[src/rtl/axis_frame_gen_pkg.sv]
// Shared definitions for the AXI-stream frame generator: state encoding and
// default widths, also used by benches that check generated frames.
package axis_frame_gen_pkg;

    typedef enum logic [1:0] {
        ST_IDLE = 2'd0,
        ST_SEND = 2'd1,
        ST_GAP  = 2'd2
    } state_t;

    localparam int DEF_DATA_WIDTH = 8;
    localparam int DEF_LEN_WIDTH  = 8;
    localparam int DEF_CNT_WIDTH  = 16;
    localparam int DEF_GAP_WIDTH  = 4;

endpackage

[src/rtl/axis_frame_gen_ctr.sv]
// Loadable down-counter with zero and one flags; saturates at zero.
module axis_frame_gen_ctr #(
    parameter int W = 8
) (
    input  logic         clk,
    input  logic         rst,
    input  logic         i_load,
    input  logic [W-1:0] i_load_val,
    input  logic         i_dec,
    output logic         o_zero,
    output logic         o_one
);

    logic [W-1:0] r_cnt;

    always_ff @(posedge clk) begin
        if (!rst) begin
            r_cnt <= '0;
        end else if (i_load) begin
            r_cnt <= i_load_val;
        end else if (i_dec && (r_cnt != '0)) begin
            r_cnt <= r_cnt - 1'b1;
        end
    end

    assign o_zero = (r_cnt == '0);
    assign o_one  = (r_cnt == W'(1));

endmodule

[src/rtl/axis_frame_gen.sv]
// AXI-stream frame source: runs of whole frames with incrementing payload,
// optional inter-frame gap, bad-frame marking on tuser and stop-after-frame.
module axis_frame_gen
    import axis_frame_gen_pkg::*;
#(
    parameter int DATA_WIDTH = DEF_DATA_WIDTH,
    parameter int LEN_WIDTH  = DEF_LEN_WIDTH,
    parameter int CNT_WIDTH  = DEF_CNT_WIDTH,
    parameter int GAP_WIDTH  = DEF_GAP_WIDTH
) (
    input  logic                  clk,
    input  logic                  rst,
    input  logic                  start,
    input  logic                  stop,
    input  logic [LEN_WIDTH-1:0]  frame_len,
    input  logic [CNT_WIDTH-1:0]  frame_count,
    input  logic [GAP_WIDTH-1:0]  gap_cycles,
    input  logic                  mark_bad,
    input  logic [DATA_WIDTH-1:0] seed,
    output logic [DATA_WIDTH-1:0] output_axis_tdata,
    output logic                  output_axis_tvalid,
    input  logic                  output_axis_tready,
    output logic                  output_axis_tlast,
    output logic                  output_axis_tuser,
    output logic                  busy,
    output logic                  done,
    output logic [CNT_WIDTH-1:0]  frames_sent
);

    state_t                r_state, w_state_nxt;
    logic [DATA_WIDTH-1:0] r_tdata, w_tdata_nxt;
    logic                  r_tvalid, w_tvalid_nxt;
    logic                  r_tlast, w_tlast_nxt;
    logic                  r_tuser, w_tuser_nxt;
    logic                  r_busy, w_busy_nxt;
    logic                  r_done, w_done_nxt;
    logic [CNT_WIDTH-1:0]  r_frames_sent, w_frames_sent_nxt;
    logic                  r_stop_pending, w_stop_pending_nxt;
    logic [LEN_WIDTH-1:0]  r_len_m1, w_len_m1_nxt;
    logic [CNT_WIDTH-1:0]  r_count, w_count_nxt;
    logic [GAP_WIDTH-1:0]  r_gap, w_gap_nxt;
    logic                  r_mark_bad, w_mark_bad_nxt;

    logic                  w_hs;
    logic [LEN_WIDTH-1:0]  w_len_m1_in;
    logic [CNT_WIDTH-1:0]  w_sent_inc;
    logic                  w_run_over;
    logic                  w_beat_load, w_beat_dec, w_beat_zero, w_beat_one;
    logic [LEN_WIDTH-1:0]  w_beat_ld_val;
    logic                  w_gap_load, w_gap_dec, w_gap_zero, w_gap_one;

    // Beat counter holds the number of beats still to follow the presented one.
    axis_frame_gen_ctr #(.W(LEN_WIDTH)) u_beat_ctr (
        .clk        (clk),
        .rst        (rst),
        .i_load     (w_beat_load),
        .i_load_val (w_beat_ld_val),
        .i_dec      (w_beat_dec),
        .o_zero     (w_beat_zero),
        .o_one      (w_beat_one)
    );

    axis_frame_gen_ctr #(.W(GAP_WIDTH)) u_gap_ctr (
        .clk        (clk),
        .rst        (rst),
        .i_load     (w_gap_load),
        .i_load_val (r_gap),
        .i_dec      (w_gap_dec),
        .o_zero     (w_gap_zero),
        .o_one      (w_gap_one)
    );

    assign w_hs        = r_tvalid & output_axis_tready;
    assign w_len_m1_in = (frame_len == '0) ? '0 : frame_len - 1'b1;
    assign w_sent_inc  = r_frames_sent + 1'b1;
    assign w_run_over  = ((r_count != '0) && (w_sent_inc == r_count)) || r_stop_pending || stop;

    always_comb begin
        w_state_nxt        = r_state;
        w_tdata_nxt        = r_tdata;
        w_tvalid_nxt       = r_tvalid;
        w_tlast_nxt        = r_tlast;
        w_tuser_nxt        = r_tuser;
        w_busy_nxt         = r_busy;
        w_done_nxt         = 1'b0;
        w_frames_sent_nxt  = r_frames_sent;
        w_stop_pending_nxt = r_stop_pending;
        w_len_m1_nxt       = r_len_m1;
        w_count_nxt        = r_count;
        w_gap_nxt          = r_gap;
        w_mark_bad_nxt     = r_mark_bad;
        w_beat_load        = 1'b0;
        w_beat_ld_val      = r_len_m1;
        w_beat_dec         = 1'b0;
        w_gap_load         = 1'b0;
        w_gap_dec          = 1'b0;

        case (r_state)
            ST_IDLE: begin
                if (start) begin
                    w_len_m1_nxt       = w_len_m1_in;
                    w_count_nxt        = frame_count;
                    w_gap_nxt          = gap_cycles;
                    w_mark_bad_nxt     = mark_bad;
                    w_frames_sent_nxt  = '0;
                    w_tdata_nxt        = seed;
                    w_beat_load        = 1'b1;
                    w_beat_ld_val      = w_len_m1_in;
                    w_tlast_nxt        = (w_len_m1_in == '0);
                    w_tuser_nxt        = (w_len_m1_in == '0) & mark_bad;
                    w_tvalid_nxt       = 1'b1;
                    w_busy_nxt         = 1'b1;
                    w_stop_pending_nxt = stop;
                    w_state_nxt        = ST_SEND;
                end
            end
            ST_SEND: begin
                if (stop) w_stop_pending_nxt = 1'b1;
                if (w_hs) begin
                    w_tdata_nxt = r_tdata + 1'b1;
                    if (w_beat_zero) begin
                        w_frames_sent_nxt = w_sent_inc;
                        if (w_run_over) begin
                            w_state_nxt        = ST_IDLE;
                            w_tvalid_nxt       = 1'b0;
                            w_tlast_nxt        = 1'b0;
                            w_tuser_nxt        = 1'b0;
                            w_busy_nxt         = 1'b0;
                            w_done_nxt         = 1'b1;
                            w_stop_pending_nxt = 1'b0;
                        end else begin
                            w_beat_load = 1'b1;
                            w_tlast_nxt = (r_len_m1 == '0);
                            w_tuser_nxt = (r_len_m1 == '0) & r_mark_bad;
                            if (r_gap != '0) begin
                                w_state_nxt  = ST_GAP;
                                w_tvalid_nxt = 1'b0;
                                w_gap_load   = 1'b1;
                            end
                        end
                    end else begin
                        w_beat_dec  = 1'b1;
                        w_tlast_nxt = w_beat_one;
                        w_tuser_nxt = w_beat_one & r_mark_bad;
                    end
                end
            end
            ST_GAP: begin
                // A stop seen during the gap ends the run before the next frame starts.
                if (stop || r_stop_pending) begin
                    w_state_nxt        = ST_IDLE;
                    w_tlast_nxt        = 1'b0;
                    w_tuser_nxt        = 1'b0;
                    w_busy_nxt         = 1'b0;
                    w_done_nxt         = 1'b1;
                    w_stop_pending_nxt = 1'b0;
                end else if (w_gap_one || w_gap_zero) begin
                    w_state_nxt  = ST_SEND;
                    w_tvalid_nxt = 1'b1;
                    w_gap_dec    = 1'b1;
                end else begin
                    w_gap_dec = 1'b1;
                end
            end
            default: w_state_nxt = ST_IDLE;
        endcase
    end

    always_ff @(posedge clk) begin
        if (!rst) begin
            r_state        <= ST_IDLE;
            r_tdata        <= '0;
            r_tvalid       <= 1'b0;
            r_tlast        <= 1'b0;
            r_tuser        <= 1'b0;
            r_busy         <= 1'b0;
            r_done         <= 1'b0;
            r_frames_sent  <= '0;
            r_stop_pending <= 1'b0;
            r_len_m1       <= '0;
            r_count        <= '0;
            r_gap          <= '0;
            r_mark_bad     <= 1'b0;
        end else begin
            r_state        <= w_state_nxt;
            r_tdata        <= w_tdata_nxt;
            r_tvalid       <= w_tvalid_nxt;
            r_tlast        <= w_tlast_nxt;
            r_tuser        <= w_tuser_nxt;
            r_busy         <= w_busy_nxt;
            r_done         <= w_done_nxt;
            r_frames_sent  <= w_frames_sent_nxt;
            r_stop_pending <= w_stop_pending_nxt;
            r_len_m1       <= w_len_m1_nxt;
            r_count        <= w_count_nxt;
            r_gap          <= w_gap_nxt;
            r_mark_bad     <= w_mark_bad_nxt;
        end
    end

    assign output_axis_tdata  = r_tdata;
    assign output_axis_tvalid = r_tvalid;
    assign output_axis_tlast  = r_tlast;
    assign output_axis_tuser  = r_tuser;
    assign busy               = r_busy;
    assign done               = r_done;
    assign frames_sent        = r_frames_sent;

endmodule

[config.mk]
export PLATFORM = sky130hd
export DESIGN_NAME = axis_frame_gen
export DESIGN_NICKNAME = d
export VERILOG_FILES = /design/src/rtl/axis_frame_gen_pkg.sv /design/src/rtl/axis_frame_gen_ctr.sv /design/src/rtl/axis_frame_gen.sv
export SDC_FILE = /design/constraint.sdc
export NUM_CORES = 1
export LEC_CHECK = 0
export BUFFER_PORTS_ARGS = -buffer_cell sky130_fd_sc_hd__buf_4
export CAP_MARGIN = 25
export CELL_PAD_IN_SITES_DETAIL_PLACEMENT = 0
export CELL_PAD_IN_SITES_GLOBAL_PLACEMENT = 2
export CORE_MARGIN = 2
export CORE_UTILIZATION = 35
export CTS_CLUSTER_SIZE = 20
export DETAILED_ROUTE_END_ITERATION = 8
export PLACE_DENSITY = 0.9
export SYNTH_ARGS = -nofsm -noshare
export SYNTH_HDL_FRONTEND = slang
export SYNTH_SLANG_ARGS = --single-unit
[constraint.sdc]
create_clock -name clk -period 4.5 [get_ports clk]
set_input_delay 0.9 -clock clk [delete_from_list [all_inputs] [get_ports clk]]
set_output_delay 0.9 -clock clk [all_outputs]
set_load 0.02 [all_outputs]
==> flow_summary.json <==
{
  "synthToLayoutAreaGrowth_pct": 21.4,
  "stdcell_count": 797,
  "die-area_mm2": 0.0134,
  "critPathLaunch": "r_state[1]",
  "cts_root_buf": "clkbuf_16",
  "tightest_slew_ns": 0.918,
  "hold_viol": 0,
  "vias": 4275,
  "reg2reg_from": "r_state[1]",
  "utilization_pct": 43.9,
  "drive_above_1_share_pct": 17.5,
  "routed_wl_um": 12300,
  "cts.reportedPaths.clkPinSlew_ns": 0.06,
  "io_buffers": 70,
  "worstPathCellList": "inv_1 -> ha_1 -> inv_1 -> a311oi_1 -> nand2_1 -> nor3_1 -> xnor2_1 -> nor2_1 -> mux2_2",
  "regArea_mm2": 0.00146,
  "finalMaxSlewViolations": 0,
  "clk_latency_ns": 0.33,
  "synth_ff_type": "dfxtp_1",
  "finalSetupViolCount": 0,
  "highest_layer": "met4",
  "p_leak_nw": 2.01,
  "post-dp-hpwl_um": 9130,
  "worst_slack_ns": 1.06,
  "maxCapViolations": 0,
  "ant_nets": 0,
  "final_common_cell": "nand2_1",
  "finalWeightedCongestion": 0.881,
  "yosysSeqAreaShare_pct": 33.3,
  "netlist_area_mm2": 0.00438,
  "grt_pass1_vias": 4090,
  "period_minus_slack_ns": 3.44,
  "antenna_found_initial": 0,
  "yosys_register_bits": 73,
  "cts_sinks": 73,
  "synth_cell_types": 56,
  "fmax_mhz": 291,
  "drt_iter0_markers": 286,
  "core_mm2": 0.0121,
  "synthArstFlopShare_pct": 0,
  "status": "complete, no violations",
  "cp-end-kind": "flip-flop",
  "fin_nets": 677,
  "min-delay-start": "r_gap[3]",
  "dr.pass1.iters": 5,
  "crit_buf_inv": 2,
  "holdWs_ns": 0.482,
  "fin_skew_ns": 0.00471,
  "nFillCells": 1267,
  "grt_pass1_wl_um": 20300,
  "ys.warnings.count": 0,
  "hold_buffers": 0,
  "crit_required_ns": 4.72,
  "dp_slack_ns": 1.10,
  "syn_nets": 625,
  "dr_wl_met3_um": 522,
  "wirelength_met1_um": 5310,
  "path_delay_family": "compound AO/OA/AOI/OAI gates",
  "multi_input_area_mm2": 0.00271,
  "worstSetupPathType": "reg -> reg",
  "cpMaxStageDelayCell": "a311oi_1",
  "synth_edf_count": 0,
  "final_cell_mix": "nand2_1, buf_4, dfxtp_1",
  "cts_tree": "built",
  "startpoint_type": "flip-flop",
  "synth_area_per_cell_um2": 7.66,
  "cts_htree_levels": 3,
  "ctsResizeCount": 0,
  "start_util_pct": 36.2,
  "die_h_um": 116,
  "hold_class": "reg -> reg",
  "cts_inserted_buffers": 9,
  "maxSlewHeadroom_pct": 38.8,
  "ir_drop_uv": 253,
  "antennaDiodeCount": 0,
  "cp.arrival_ns": 3.66,
  "synthCells": 572,
  "dp_cells": 780,
  "post_cts_buffers": 0,
  "gr-usage-all-layers_pct": 19.2,
  "tns_ns": 0,
  "crit_path_frequent_cell": "inv_1",
  "cp_max_fo": 19,
  "rsz0062_at_grt": "false",
  "overflow": 0,
  "rows": 40,
  "post_drt_wl_per_cell_um": 15.4,
  "cpPeakStageDelay_ns": 0.86,
  "grt_max_degree": 38,
  "chipWidth_um": 116,
  "pin_count": 71,
  "wl_met2_um": 6250,
  "drc": 0,
  "p_per_area_mw_per_mm2": 465,
  "clock_path_buffers": 2,
  "vias_per_cell": 5.36,
  "fin_crit_sh_pct": 76.4
}
worst reg2reg max path, stage by stage (launching register included):
cell,delay [ns]
dfxtp_1,0.35
inv_1,0.10
ha_1,0.61
inv_1,0.46
a311oi_1,0.86
nand2_1,0.26
nor3_1,0.23
xnor2_1,0.14
nor2_1,0.05
mux2_2,0.28
flip-flops by register name (all words and copies together), names as in the netlist:
signal / cells
output_axis_tuser: 1
r_gap: 4
u_gap_ctr.r_cnt: 4
done: 1
frames_sent: 16
output_axis_tlast: 1
r_stop_pending: 1
output_axis_tdata: 8
r_mark_bad: 1
r_count: 16
r_state: 2
busy: 1
u_beat_ctr.r_cnt: 8
output_axis_tvalid: 1
r_len_m1: 8
synthesized netlist by cell type, types with 3 or more instances:
cell type | instances | area share [%]
inv_1 | 16 | 1.4
nand3_1 | 20 | 2.3
nor3b_1 | 5 | 0.86
mux2i_1 | 6 | 1.4
and2_1 | 4 | 0.57
o21a_1 | 5 | 0.86
nor2_1 | 37 | 3.2
nor2b_1 | 6 | 0.86
o32ai_1 | 3 | 0.60
nand3b_1 | 3 | 0.51
a22oi_1 | 3 | 0.51
dfxtp_1 | 73 | 33
clkbuf_1 | 17 | 1.5
nor3_1 | 21 | 2.4
or4_1 | 5 | 0.86
a31oi_1 | 3 | 0.43
a21boi_0 | 3 | 0.51
xor2_1 | 13 | 2.6
a41oi_1 | 4 | 0.80
and3_1 | 5 | 0.71
buf_4 | 4 | 0.69
ha_1 | 11 | 3.1
nand2b_1 | 3 | 0.43
o31ai_1 | 6 | 1.0
a211oi_1 | 8 | 1.4
buf_1 | 5 | 0.43
buf_2 | 8 | 0.91
o21ai_0 | 18 | 2.1
nand4_1 | 15 | 2.1
nand2_1 | 96 | 8.2
nor4_1 | 9 | 1.3
or3_1 | 15 | 2.1
xnor2_1 | 21 | 4.2
mux2_2 | 8 | 2.1
a21oi_1 | 66 | 7.5
layer usage:
metal / vias to the layer above / GRT usage, %
met4: 0 / 6.67
met1: 2007 / 23.4
met3: 14 / 4.55
met5: - / 0
met2: 103 / 33.0
li1: 2151 / -
through the flow:
step / area, µm² / power [W]
6_report: 5320 / 0.00247
5_1_grt: 5320 / 0.00265
2_1_floorplan: 4380 / 0.00147
3_3_place_gp: 5000 / 0.00175
4_1_cts: 5290 / 0.00249
3_5_place_dp: 5000 / 0.00176
kinds of logic after synthesis:
family	after synthesis	share of synthesized area, %
compound gates	135	19.3
xor+xnor	34	6.79
fa+ha+maj	11	3.14
buf+inv	50	4.85
simple gates	255	29.2
mux	14	3.43
flops	73	33.3
final cells by class:
type	instances	area share [%]
Tap cell	168	3.95
Clock buffer	10	4.30
Inverter	16	1.13
Sequential cell	73	27.5
Timing Repair Buffer	75	11.0
Multi-Input combinational cell	449	50.9
Clock inverter	6	1.27
path summary, 6_finish.rpt:
kind	to	slack (ns)	depth (start not counted)
min reg2reg	u_gap_ctr.r_cnt[3]	0.48	2
max reg2reg	u_beat_ctr.r_cnt[6]	1.06	9
max	u_beat_ctr.r_cnt[6]	1.06	9
min	u_gap_ctr.r_cnt[3]	0.48	2
report_power, final:
part           switching [W]  internal, W
logic               0.000535     0.000358
clock network       0.000283     0.000431
registers           0.000113     0.000753
total               0.000931      0.00154
No activity file was read; power rests on OpenSTA's default activity.
